$ cat src/rtl/conv_frame_ctrl.sv
// conv_frame_ctrl: sequencer for the 3x3 convolution datapath.
// Counts pixel coordinates, holds the active kernel, applies mode
// changes only on frame boundaries and aligns valid/border flags
// with the filter pipeline latency.
//
// Ports:
//   clk, rst          clock, async active-high reset
//   frame_start       start-of-frame pulse
//   pix_valid         one active pixel this cycle
//   mode_req/mode_sel kernel change request (0 byp,1 edge,2 gauss,3 sharp)
//   mode_ack          request latched as pending
//   x, y              coordinates of the current pixel
//   filt_en, kernel,
//   div_shift,
//   active_mode       currently applied kernel set
//   valid_out,
//   border_out        pix_valid / border flag delayed LAT cycles
//   frame_done        pulse aligned with the last delayed pixel
//   frame_cnt         completed frames (CONV_CTRL_STATS_EN), else 0
//
// Optional feature macro: CONV_CTRL_STATS_EN
module conv_frame_ctrl #(
  parameter int M   = 320,
  parameter int N   = 240,
  parameter int LAT = 3
) (
  input  logic        clk,
  input  logic        rst,
  input  logic        frame_start,
  input  logic        pix_valid,
  input  logic        mode_req,
  input  logic [1:0]  mode_sel,
  output logic        mode_ack,
  output logic [9:0]  x,
  output logic [9:0]  y,
  output logic        filt_en,
  output logic [71:0] kernel,
  output logic [2:0]  div_shift,
  output logic [1:0]  active_mode,
  output logic        valid_out,
  output logic        border_out,
  output logic        frame_done,
  output logic [15:0] frame_cnt
);

  typedef enum logic [1:0] {
    IDLE  = 2'd0,
    RUN   = 2'd1,
    DRAIN = 2'd2
  } state_t;

  localparam logic [9:0] XMAX = 10'(M - 1);
  localparam logic [9:0] YMAX = 10'(N - 1);
  localparam logic [2:0] DLY  = 3'(LAT - 1);
  localparam logic       LAT1 = (LAT == 1);

  state_t         state;
  logic [2:0]     dcnt;
  logic [1:0]     pend;
  logic           pend_v;
  logic [LAT-1:0] vsr;
  logic [LAT-1:0] bsr;

  logic at_xmax;
  logic at_ymax;
  logic resync;
  logic drain_last;
  logic apply;
  logic is_border;

  assign at_xmax    = (x == XMAX);
  assign at_ymax    = (y == YMAX);
  assign resync     = (state == RUN) && frame_start;
  assign drain_last = (state == DRAIN) && (dcnt == 3'd0);
  assign is_border  = (x < 10'd2) || (y < 10'd2);

  // Boundaries where a pending mode may take effect.
  assign apply = pend_v &&
                 ((state == IDLE) || drain_last || resync);

  function automatic logic [71:0] kern_of(
    input logic [1:0] m
  );
    logic [71:0] k;
    k = '0;
    unique case (m)
      2'd0: k = 72'h00_00_00_00_00_00_00_00_00;
      2'd1: k = 72'hFF_FF_FF_FF_08_FF_FF_FF_FF;
      2'd2: k = 72'h01_02_01_02_04_02_01_02_01;
      2'd3: k = 72'h00_FF_00_FF_05_FF_00_FF_00;
      default: k = '0;
    endcase
    return k;
  endfunction

  function automatic logic [2:0] shift_of(
    input logic [1:0] m
  );
    return (m == 2'd2) ? 3'd4 : 3'd0;
  endfunction

  // Frame sequencer and coordinate counters.
  always_ff @(posedge clk or posedge rst) begin
    if (rst) begin
      state      <= IDLE;
      x          <= '0;
      y          <= '0;
      dcnt       <= '0;
      frame_done <= 1'b0;
    end else begin
      frame_done <= 1'b0;
      unique case (state)
        IDLE: begin
          x <= '0;
          y <= '0;
          if (frame_start)
            state <= RUN;
        end
        RUN: begin
          if (frame_start) begin
            x <= '0;
            y <= '0;
          end else if (pix_valid) begin
            if (!at_xmax) begin
              x <= x + 10'd1;
            end else begin
              x <= '0;
              if (!at_ymax) begin
                y <= y + 10'd1;
              end else begin
                y     <= '0;
                state <= DRAIN;
                dcnt  <= DLY;
                // pulse lands with the last delayed pixel
                frame_done <= LAT1;
              end
            end
          end
        end
        DRAIN: begin
          if (dcnt == 3'd0) begin
            state <= frame_start ? RUN : IDLE;
          end else begin
            dcnt       <= dcnt - 3'd1;
            frame_done <= (dcnt == 3'd1);
          end
        end
        default: state <= IDLE;
      endcase
    end
  end

  // Pending request and active kernel set.
  always_ff @(posedge clk or posedge rst) begin
    if (rst) begin
      pend        <= '0;
      pend_v      <= 1'b0;
      mode_ack    <= 1'b0;
      active_mode <= '0;
      kernel      <= kern_of(2'd0);
      div_shift   <= shift_of(2'd0);
      filt_en     <= 1'b0;
    end else begin
      mode_ack <= mode_req;
      if (apply) begin
        active_mode <= pend;
        kernel      <= kern_of(pend);
        div_shift   <= shift_of(pend);
        filt_en     <= (pend != 2'd0);
      end
      // a request in the apply cycle waits for the next boundary
      if (mode_req) begin
        pend   <= mode_sel;
        pend_v <= 1'b1;
      end else if (apply) begin
        pend_v <= 1'b0;
      end
    end
  end

  // Valid/border delay line, shifting in every state.
  always_ff @(posedge clk or posedge rst) begin
    if (rst) begin
      vsr <= '0;
      bsr <= '0;
    end else begin
      vsr[0] <= pix_valid;
      bsr[0] <= pix_valid && is_border;
      for (int i = 1; i < LAT; i++) begin
        vsr[i] <= vsr[i-1];
        bsr[i] <= bsr[i-1];
      end
    end
  end

  assign valid_out  = vsr[LAT-1];
  assign border_out = bsr[LAT-1];

`ifdef CONV_CTRL_STATS_EN
  logic [15:0] fcnt;

  always_ff @(posedge clk or posedge rst) begin
    if (rst)
      fcnt <= '0;
    else if (drain_last)
      fcnt <= fcnt + 16'd1;
  end

  assign frame_cnt = fcnt;
`else
  assign frame_cnt = 16'd0;
`endif

endmodule

$ cat config.mk
export PLATFORM = sky130hd
export DESIGN_NAME = conv_frame_ctrl
export DESIGN_NICKNAME = d
export VERILOG_FILES = /design/src/rtl/conv_frame_ctrl.sv
export SDC_FILE = /design/constraint.sdc
export NUM_CORES = 1
export LEC_CHECK = 0
export ABC_AREA = 1
export BUFFER_PORTS_ARGS = -buffer_cell sky130_fd_sc_hd__buf_4
export CAP_MARGIN = 20
export CORE_MARGIN = 1
export CORE_UTILIZATION = 49
export CTS_CLUSTER_DIAMETER = 40
export DETAILED_ROUTE_END_ITERATION = 16
export PLACE_DENSITY_LB_ADDON = 0.2
export SLEW_MARGIN = 10
export SYNTH_ARGS = -nofsm -noshare
export SYNTH_HDL_FRONTEND = slang
export SYNTH_SLANG_ARGS = --single-unit
export TNS_END_PERCENT = 10
$ cat constraint.sdc
create_clock -name clk -period 1.65 [get_ports clk]
set_input_delay 0.165 -clock clk [delete_from_list [all_inputs] [get_ports clk]]
set_output_delay 0.165 -clock clk [all_outputs]
set_load 0.02 [all_outputs]
; Yosys cells after proc, flatten, opt, wreduce, memory -nomap -nowiden
; Cells that the tools add are included.
[totals]
output_inout_bits = 118
regBits = 114
elab_cells = 83
in_bits = 7
[op_classes]
addsub = 3
muxes = 29
reduce_logical = 18
eq_ne = 17
magnitude_cmp = 2
[op_table]
columns = cell, n
row1 = 72-bit case mux with 4 select lines, 1
row2 = 10-bit two-way mux, 7
row3 = 10-bit case mux with 2 select lines, 2
row4 = 10-bit by 1-bit adder with 10-bit output (second input constant), 2
row5 = 10-bit by 2-bit < comparator with 1-bit output (second input constant), 2
row6 = 3-bit two-way mux, 6
row7 = 2-bit two-way mux, 6
row8 = 2-bit != test (second input constant), 6
row9 = 6-bit AND reduction, 2
row10 = 10-bit by 8-bit equality test with 1-bit output (second input constant), 1
row11 = 10-bit by 9-bit equality test with 1-bit output (second input constant), 1
row12 = 2-bit nonzero test, 4
row13 = 2-bit equality test (second input constant), 3
row14 = 3-bit != test (second input constant), 2
row15 = 2-bit case mux with 3 select lines, 1
row16 = 3-bit case mux with 2 select lines, 1
row17 = 1-bit two-way mux, 5
row18 = 2-bit by 1-bit equality test with 1-bit output (second input constant), 2
row19 = 1-bit logical AND, 4
row20 = 2-bit zero test, 2
row21 = 3-bit by 1-bit equality test with 1-bit output (second input constant), 1
row22 = 3-bit zero test, 1
row23 = 1-bit logical OR, 3
row24 = 3-bit AND reduction, 1
row25 = other kinds (3), 3

; Logic depth before layout (Yosys ltp)
; Gate-level depths: netlist (run 1).
[logic_depth]
depth_word = 7
depth_mapped = 10
ltp_nobuf = 10

; Least setup slack after synthesis (run 1)
; No wires, ideal clock.
[synth_path]
path_kind = register to register
startpoint = reg x[0]
endpoint = reg y[8]
setup_slack_ps = 116
required_ps = 1523
period_less_slack_ps = 1534
setup_time_ps = 127
t_arrival_ps = 1406
stages_incl_launch_ff = 10
path_buffers = 1
cell_sequence = dfrtp_1 > ha_1 > nand2_1 > nor2_1 > nand3_1 > nand3_2 > nand2_2 > buf_4 > nand2_1 > o21ai_0
[synth_via]
elab_chain_cells = 3
[synth_rtl]
columns = element, line
row1 = start: declaration, 34  ; output logic [9:0] x,
row2 = start signal: assignment, 125  ; x <= x + 10'd1;
row3 = 10-bit by 9-bit equality test with 1-bit output, 71  ; assign at_xmax = (x == XMAX);
row4 = 3-bit != test (no source line), -
row5 = 3-bit AND reduction (no source line), -
row6 = end signal: assignment, 129  ; y <= y + 10'd1;
row7 = end: declaration, 35  ; output logic [9:0] y,
; No other way between the ends.
; A chain may end at the register's enable or synchronous reset.

; Worst setup path after layout (run 1)
[layout_path]
startpoint = reg dcnt[0]
endpoint = reg dcnt[0]
[layout_via]
elab_chain_cells = 3
elab_cells_between_ends = 6
classes_between = add/sub: 1 / eq/ne: 1 / mux: 2 / reduce/logical: 2
[layout_rtl]
columns = element, line
row1 = start: declaration, 58  ; logic [2:0] dcnt;
row2 = start signal: assignment, 144  ; dcnt <= dcnt - 3'd1;
row3 = 3-bit by 1-bit subtractor with 3-bit output / 3-bit zero test (equally long branches), "144, 141"
row4 = 3-bit two-way mux / 2-bit != test (equally long branches), -
row5 = 3-bit case mux with 2 select lines / 6-bit AND reduction (equally long branches), -
; Parallel ways exist; a longest one is shown, timed or not. The select of a mux whose other input is x is not followed.

==> impl_metrics.json, run 1 <==
{
  "status": "completed",
  "port_buffers": 101,
  "netlist_top_cells_area": "dfrtp_1 37%, buf_4 22%, nand2_1 9.2%",
  "grt_max_degree": 46,
  "finClkSkew_ps": 5.30,
  "synth.distinct_cells": 32,
  "grt_first_pass_wirelength_um": 8930,
  "path_cells": "inv_2 -> ha_1 -> ha_2 -> inv_1 -> nand2_1 -> o21ai_0 -> nand2_1 -> nor2_4 -> o21ai_0",
  "hold_viol_final": 0,
  "cp_slowest_cell": "dfrtp_1",
  "drtAntennaViolNets": 0,
  "cts_setup_buffers": 0,
  "setup_tns_ps": 0,
  "antenna_found_initial": 0,
  "max-clock-path-buffers": 2,
  "vias": 2320,
  "yosysSeqAreaShare_pct": 37.4,
  "clk_latency_ps": 290,
  "die_area_sq_mm": 0.00646,
  "initial_core_util_pct": 50.9,
  "rsz0062_at_grt": "no",
  "synth_edf_count": 0,
  "nNetsFinal": 442,
  "async_reset_ff_share_pct": 100,
  "drt_iter0_drc": 94,
  "grt_pass1_vias": 1948,
  "hold_path_class": "in2reg",
  "drcViolationCount": 0,
  "cts_tree": "done",
  "rows": 28,
  "cp.required_ps": 1820,
  "setup_ws_ps": 107,
  "period_needed_ps": 1540,
  "drtPass1Iterations": 4,
  "htree_levels": 2,
  "dp_slack_ps": -35.1,
  "cp.arrival_ps": 1720,
  "dieHeight_um": 80.4,
  "cts-buffers-inserted": 5,
  "place_congestion": 0.821,
  "worst-path-max-fanout": 7,
  "max-vdd-ir-drop_v": 0.00116,
  "die_x_um": 80.4,
  "grt_overflow": 0,
  "area_growth_pct": 15.1,
  "syn_inst": 375,
  "worst-setup-path-type": "reg2reg",
  "vias_per_cell": 4.62,
  "netlist.area_leader.share_pct": 37.4,
  "clk_root_buffer_cell": "clkbuf_8",
  "whs_ps": 28.6,
  "io_pins": 125,
  "maxCapViolCount": 0,
  "leakage_nw": 1.86,
  "power_density_mw_per_mm2": 1520,
  "wl_per_cell_um": 11.3,
  "synth_flop_cell": "dfrtp_1",
  "fillerInstances": 562,
  "syn_area_sq_mm": 0.00301,
  "yosysTopAreaCell": "dfrtp_1",
  "drt-total-wl_um": 5660,
  "synth_most_common_cell": "buf_4",
  "fmaxAchievable_mhz": 648,
  "avgSynthCellArea_sq_um": 8.03,
  "dp_hpwl_um": 4240,
  "cts.reportedPaths.clkPinSlew_ps": 80,
  "grt_use_total_pct": 17.8,
  "ys_warn_count": 0,
  "cpPeakStageDelay_ps": 400,
  "slew_violations": 0,
  "drive_gt1_share_pct": 35.1,
  "critPathLaunchType": "flop",
  "core_area_sq_mm": 0.00592,
  "synth_seq_cells": 45,
  "fin_crit_sh_pct": 93.5,
  "antenna_cells": 0,
  "netlist_top_cells_count": "87 x buf_4, 74 x nand2_1, 45 x dfrtp_1",
  "clock_sinks": 45,
  "end_kind": "flop",
  "setup_viol": 0
}
layout make-up:
type | count | area, sq um | area share, %
Tap cell | 75 | 93.8 | 2.71
Clock inverter | 2 | 10.0 | 0.289
Timing Repair Buffer | 112 | 871 | 25.1
Sequential cell | 45 | 1130 | 32.5
Multi-Input combinational cell | 223 | 1140 | 32.9
Clock buffer | 6 | 72.6 | 2.09
Inverter | 39 | 153 | 4.40
layout by cell type (no fill, tap or decap), types with 3 or more instances in the layout:
cell type,n
buf_4,108
nand2_1,74
dfrtp_1,45
inv_1,30
nor2_1,30
conb_1,23
o21ai_0,16
nand3_1,13
nand4_1,11
nand2_2,8
nor3_1,7
ha_1,7
inv_2,6
o21ai_1,6
a21oi_1,5
clkbuf_8,5
o21ai_2,4
clkinv_2,3
worst max-delay path: cells and delay by family (launching register included):
kind | cells | cell delay (ps)
adder cells (fa/ha/maj) | 2 | 370
AND/OR/NAND/NOR | 3 | 340
buffers and inverters | 2 | 100
flip-flops | 1 | 400
AO/OA/AOI/OAI | 2 | 190
per-stage QoR:
step           area [sq um]  utilization [%]  cells  power (W)
2_1_floorplan          3090                -    397    0.00409
3_3_place_gp           3350             56.6    492    0.00458
3_5_place_dp           3350             56.6    492    0.00461
4_1_cts                3460             58.4    502    0.00530
5_1_grt                3470             58.5    502    0.00559
6_report               3470             58.5    502    0.00525
flip-flops by register name (all words and copies together), names as in the netlist, 2 cells and up:
name	cells
state	2
y	10
vsr	3
dcnt	3
active_mode	2
pend	2
x	10
kernel	6
bsr	3
routing by layer:
layer  wire length, um  global-route usage (%)  vias to the layer above
met5                 0                       0                        -
met4                43                    3.75                        0
met3               392                    3.86                        5
met2              2730                    30.6                       90
met1              2490                    22.7                     1054
li1                  -                       -                     1171
kinds of logic (layout without fill, tap and decap cells):
group / Yosys count / after routing / synth area share (%)
flip-flops: 45 / 45 / 37.4
adder cells (fa/ha/maj): 9 / 9 / 3.74
AND/OR/NAND/NOR: 154 / 154 / 23.5
AO/OA/AOI/OAI: 34 / 34 / 6.56
XOR/XNOR: 3 / 3 / 0.873
other: 1 / 23 / 0.125
buffers and inverters: 129 / 159 / 27.8
power by group:
group	leakage [nW]	switching (W)	total, W	internal, W
registers	0.583	0.000163	0.00147	0.00130
logic	1.24	0.00188	0.00313	0.00124
clock network	0.0450	0.000366	0.000660	0.000294
total	1.86	0.00241	0.00525	0.00284
path summary, 6_finish.rpt:
path	end	start	depth (start not counted)	slack, ps
max	dcnt[0]$_DFFE_PP0P_	dcnt[0]$_DFFE_PP0P_	9	110
min	mode_ack$_DFF_PP0_	mode_req	1	30
max reg2reg	dcnt[0]$_DFFE_PP0P_	dcnt[0]$_DFFE_PP0P_	9	110
min reg2reg	vsr[2]$_DFF_PP0_	vsr[1]$_DFF_PP0_	0	350
max in group asynchronous	x[1]$_DFFE_PP0P_	rst	4	980
min in group asynchronous	y[9]$_DFFE_PP0P_	rst	4	460
repair_timing:
action | 4_1_cts | 5_1_grt
gates resized for setup | 1 | 4
gates cloned | 0 | 0
hold buffers | 2 | 0
endpoints found under the setup margin | 9 | 12
hold endpoints to repair | 46 | 0
pin swaps | 0 | 1
Power figures use the tool's default switching activity.
==> run 2, diff against run 1 <==
--- a/config.mk
+++ b/config.mk
@@ -8,8 +8,10 @@
 export ABC_AREA = 1
 export BUFFER_PORTS_ARGS = -buffer_cell sky130_fd_sc_hd__buf_4
 export CAP_MARGIN = 20
+export CELL_PAD_IN_SITES_DETAIL_PLACEMENT = 0
+export CELL_PAD_IN_SITES_GLOBAL_PLACEMENT = 1
 export CORE_MARGIN = 1
-export CORE_UTILIZATION = 49
+export CORE_UTILIZATION = 34
 export CTS_CLUSTER_DIAMETER = 40
 export DETAILED_ROUTE_END_ITERATION = 16
 export PLACE_DENSITY_LB_ADDON = 0.2
==> run 2 against run 1 <==
  * First-iteration DRC count shrank 13%
  * Sequential cell count is the same
  * Die area grew 43%
  * Final cell count grew 8.6%
  * Global-route usage shrank 3.5 points
  * Critical path depth grew 1
  * Setup slack gained 51 ps
  * Register-to-register slack gained 50 ps
  * Fmax grew 3.4%
  * Utilization shrank 16 points
  * Sequential power is essentially flat
  * Highest routed layer unchanged
==> impl_metrics.json, run 2 (synthesis results as in run 1) <==
{
  "io_pins": 125,
  "port_buffers": 101,
  "final_common_cell": "buf_4",
  "cts.reportedPaths.clkPinSlew_ps": 90,
  "vias_per_cell": 4.35,
  "die_area_sq_mm": 0.00924,
  "dieHeight_um": 96.1,
  "fmaxAchievable_mhz": 671,
  "grt_use_total_pct": 14.3,
  "max-clock-path-buffers": 2,
  "largestRegisters": "x: 10 flops, y: 10 flops, kernel: 6 flops",
  "vias": 2371,
  "place_congestion": 0.831,
  "wl_per_cell_um": 11.3,
  "cpMostUsedCell": "nand2_1",
  "initial_core_util_pct": 35.9,
  "reg2reg_to": "dcnt[0]$_DFFE_PP0P_",
  "cts_tree": "done",
  "clk_latency_ps": 300,
  "finClkSkew_ps": 2.93,
  "mostFrequentLayoutCells": "121 x buf_4, 74 x nand2_1, 45 x dfrtp_1",
  "clk_root_buffer_cell": "clkbuf_8",
  "hold-path-cell-count": 3,
  "core_area_sq_mm": 0.00838,
  "cpPeakStageDelay_ps": 390,
  "rows": 33,
  "crit-reg2reg-launch": "dcnt[0]$_DFFE_PP0P_",
  "grt_overflow": 0,
  "reg2reg_depth": 10,
  "worst-setup-path-type": "reg2reg",
  "worst-path-max-fanout": 7,
  "end_kind": "flop",
  "htree_levels": 2,
  "max-vdd-ir-drop_v": 0.000581,
  "drt_iter0_drc": 82,
  "die_x_um": 96.1,
  "slew_violations": 0,
  "hold_path_class": "in2reg",
  "area_growth_pct": 19.5,
  "cp.arrival_ps": 1710,
  "setup_viol": 0,
  "dp_hpwl_um": 4590,
  "path_cells": "inv_2 -> ha_1 -> ha_2 -> inv_1 -> nand2_1 -> o21ai_1 -> nand2_1 -> nor2_4 -> nand2_1 -> o21ai_0",
  "status": "completed",
  "maxCapViolCount": 0,
  "cp_slowest_cell": "dfrtp_1",
  "grt_first_pass_wirelength_um": 10200,
  "min_from": "mode_sel[0]",
  "cp.required_ps": 1870,
  "grt_pass1_vias": 2080,
  "rsz0062_at_grt": "yes",
  "finalNonFillerCells": 545,
  "hold_end": "pend[0]$_DFFE_PP0P_",
  "leakage_nw": 1.92,
  "setup_ws_ps": 159,
  "drtAntennaViolNets": 0,
  "cts-buffers-inserted": 5,
  "drive_gt1_share_pct": 36.8,
  "period_needed_ps": 1490,
  "hold_viol_final": 0,
  "setup_tns_ps": 0,
  "grt_max_degree": 46,
  "dp_slack_ps": -20.6,
  "power_density_mw_per_mm2": 1480,
  "clock_sinks": 45,
  "drt-total-wl_um": 6140,
  "antenna_found_initial": 0,
  "drtPass1Iterations": 4,
  "fin_crit_sh_pct": 90.4,
  "place_inst": 532,
  "r2r_slack_ps": 160,
  "drcViolationCount": 0,
  "critPathLaunchType": "flop",
  "nNetsFinal": 455,
  "antenna_cells": 0
}
[run 2: changes by cell type in the layout (fill, tap and decap cells not counted), moves of 2 or more]
cell / before / now
clkinv_2: 3 / 1
buf_4: 108 / 121
clkinvlp_4: 0 / 2
o21ai_0: 16 / 14
[run 2: power by group]
part | switching (W) | internal, W | total, W
clock network | 0.000401 | 0.000299 | 0.000700
registers | 0.000153 | 0.00130 | 0.00145
logic | 0.00190 | 0.00127 | 0.00316
[run 2: how the worst max path moves through the flow]
stage                   startpoint                    endpoint  slack [ps]  depth (start not counted)
2_1_floorplan     x[0]$_DFFE_PP0P_            y[8]$_DFFE_PP0P_         120                          9
3_3_place_gp   dcnt[0]$_DFFE_PP0P_  active_mode[1]$_DFFE_PP0P_          50                          8
3_5_place_dp   dcnt[0]$_DFFE_PP0P_  active_mode[1]$_DFFE_PP0P_         -20                          8
4_1_cts        dcnt[0]$_DFFE_PP0P_  active_mode[1]$_DFFE_PP0P_          40                          8
5_1_grt        dcnt[0]$_DFFE_PP0P_         dcnt[1]$_DFFE_PP0P_         -10                         10
6_report       dcnt[0]$_DFFE_PP0P_         dcnt[0]$_DFFE_PP0P_         160                         10
[run 2: layout make-up]
type                    count  area (sq um)
multi-input cells         223          1140
well taps                 105           131
flip-flops and latches     45          1130
fillers                   818          4780
repair buffers            125           958
clock inverters             2          15.0
inverters                  39           153
clock buffers               6          72.6
[run 2: metal layers]
metal / up-vias / global-route usage (%) / wire length, um
met5: - / 0 / 0
met4: 0 / 3.73 / 68
met3: 5 / 2.61 / 348
met2: 83 / 23.3 / 2860
met1: 1088 / 19.3 / 2860
li1: 1195 / - / -
[run 2: timing repair]
action / in CTS / in global routing
endpoints found under the hold margin: 47 / 0
pin swaps: 0 / 3
setup buffers: 0 / 2
resized for setup: 1 / 7
setup endpoints to repair: 9 / 12
hold buffers: 3 / 0
[run 2: critical path: cells and delay by family, from the launching register on]
| family | cells | cell delay (ps) |
|---|---|---|
| flops | 1 | 390 |
| simple gates | 4 | 390 |
| fa+ha+maj | 2 | 370 |
| buf+inv | 2 | 100 |
| compound gates | 2 | 160 |
[run 2: through the flow]
step / hold WS (ps) / power [W] / util (%) / cell area [sq um]
after floorplan: 196 / 0.00409 / - / 3090
after detailed placement: 240 / 0.00465 / 41.2 / 3450
after CTS: 68.1 / 0.00538 / 42.6 / 3570
after global placement: 241 / 0.00463 / 41.2 / 3450
after global routing: 84.5 / 0.00573 / 42.9 / 3600
final: 73.3 / 0.00532 / 42.9 / 3600
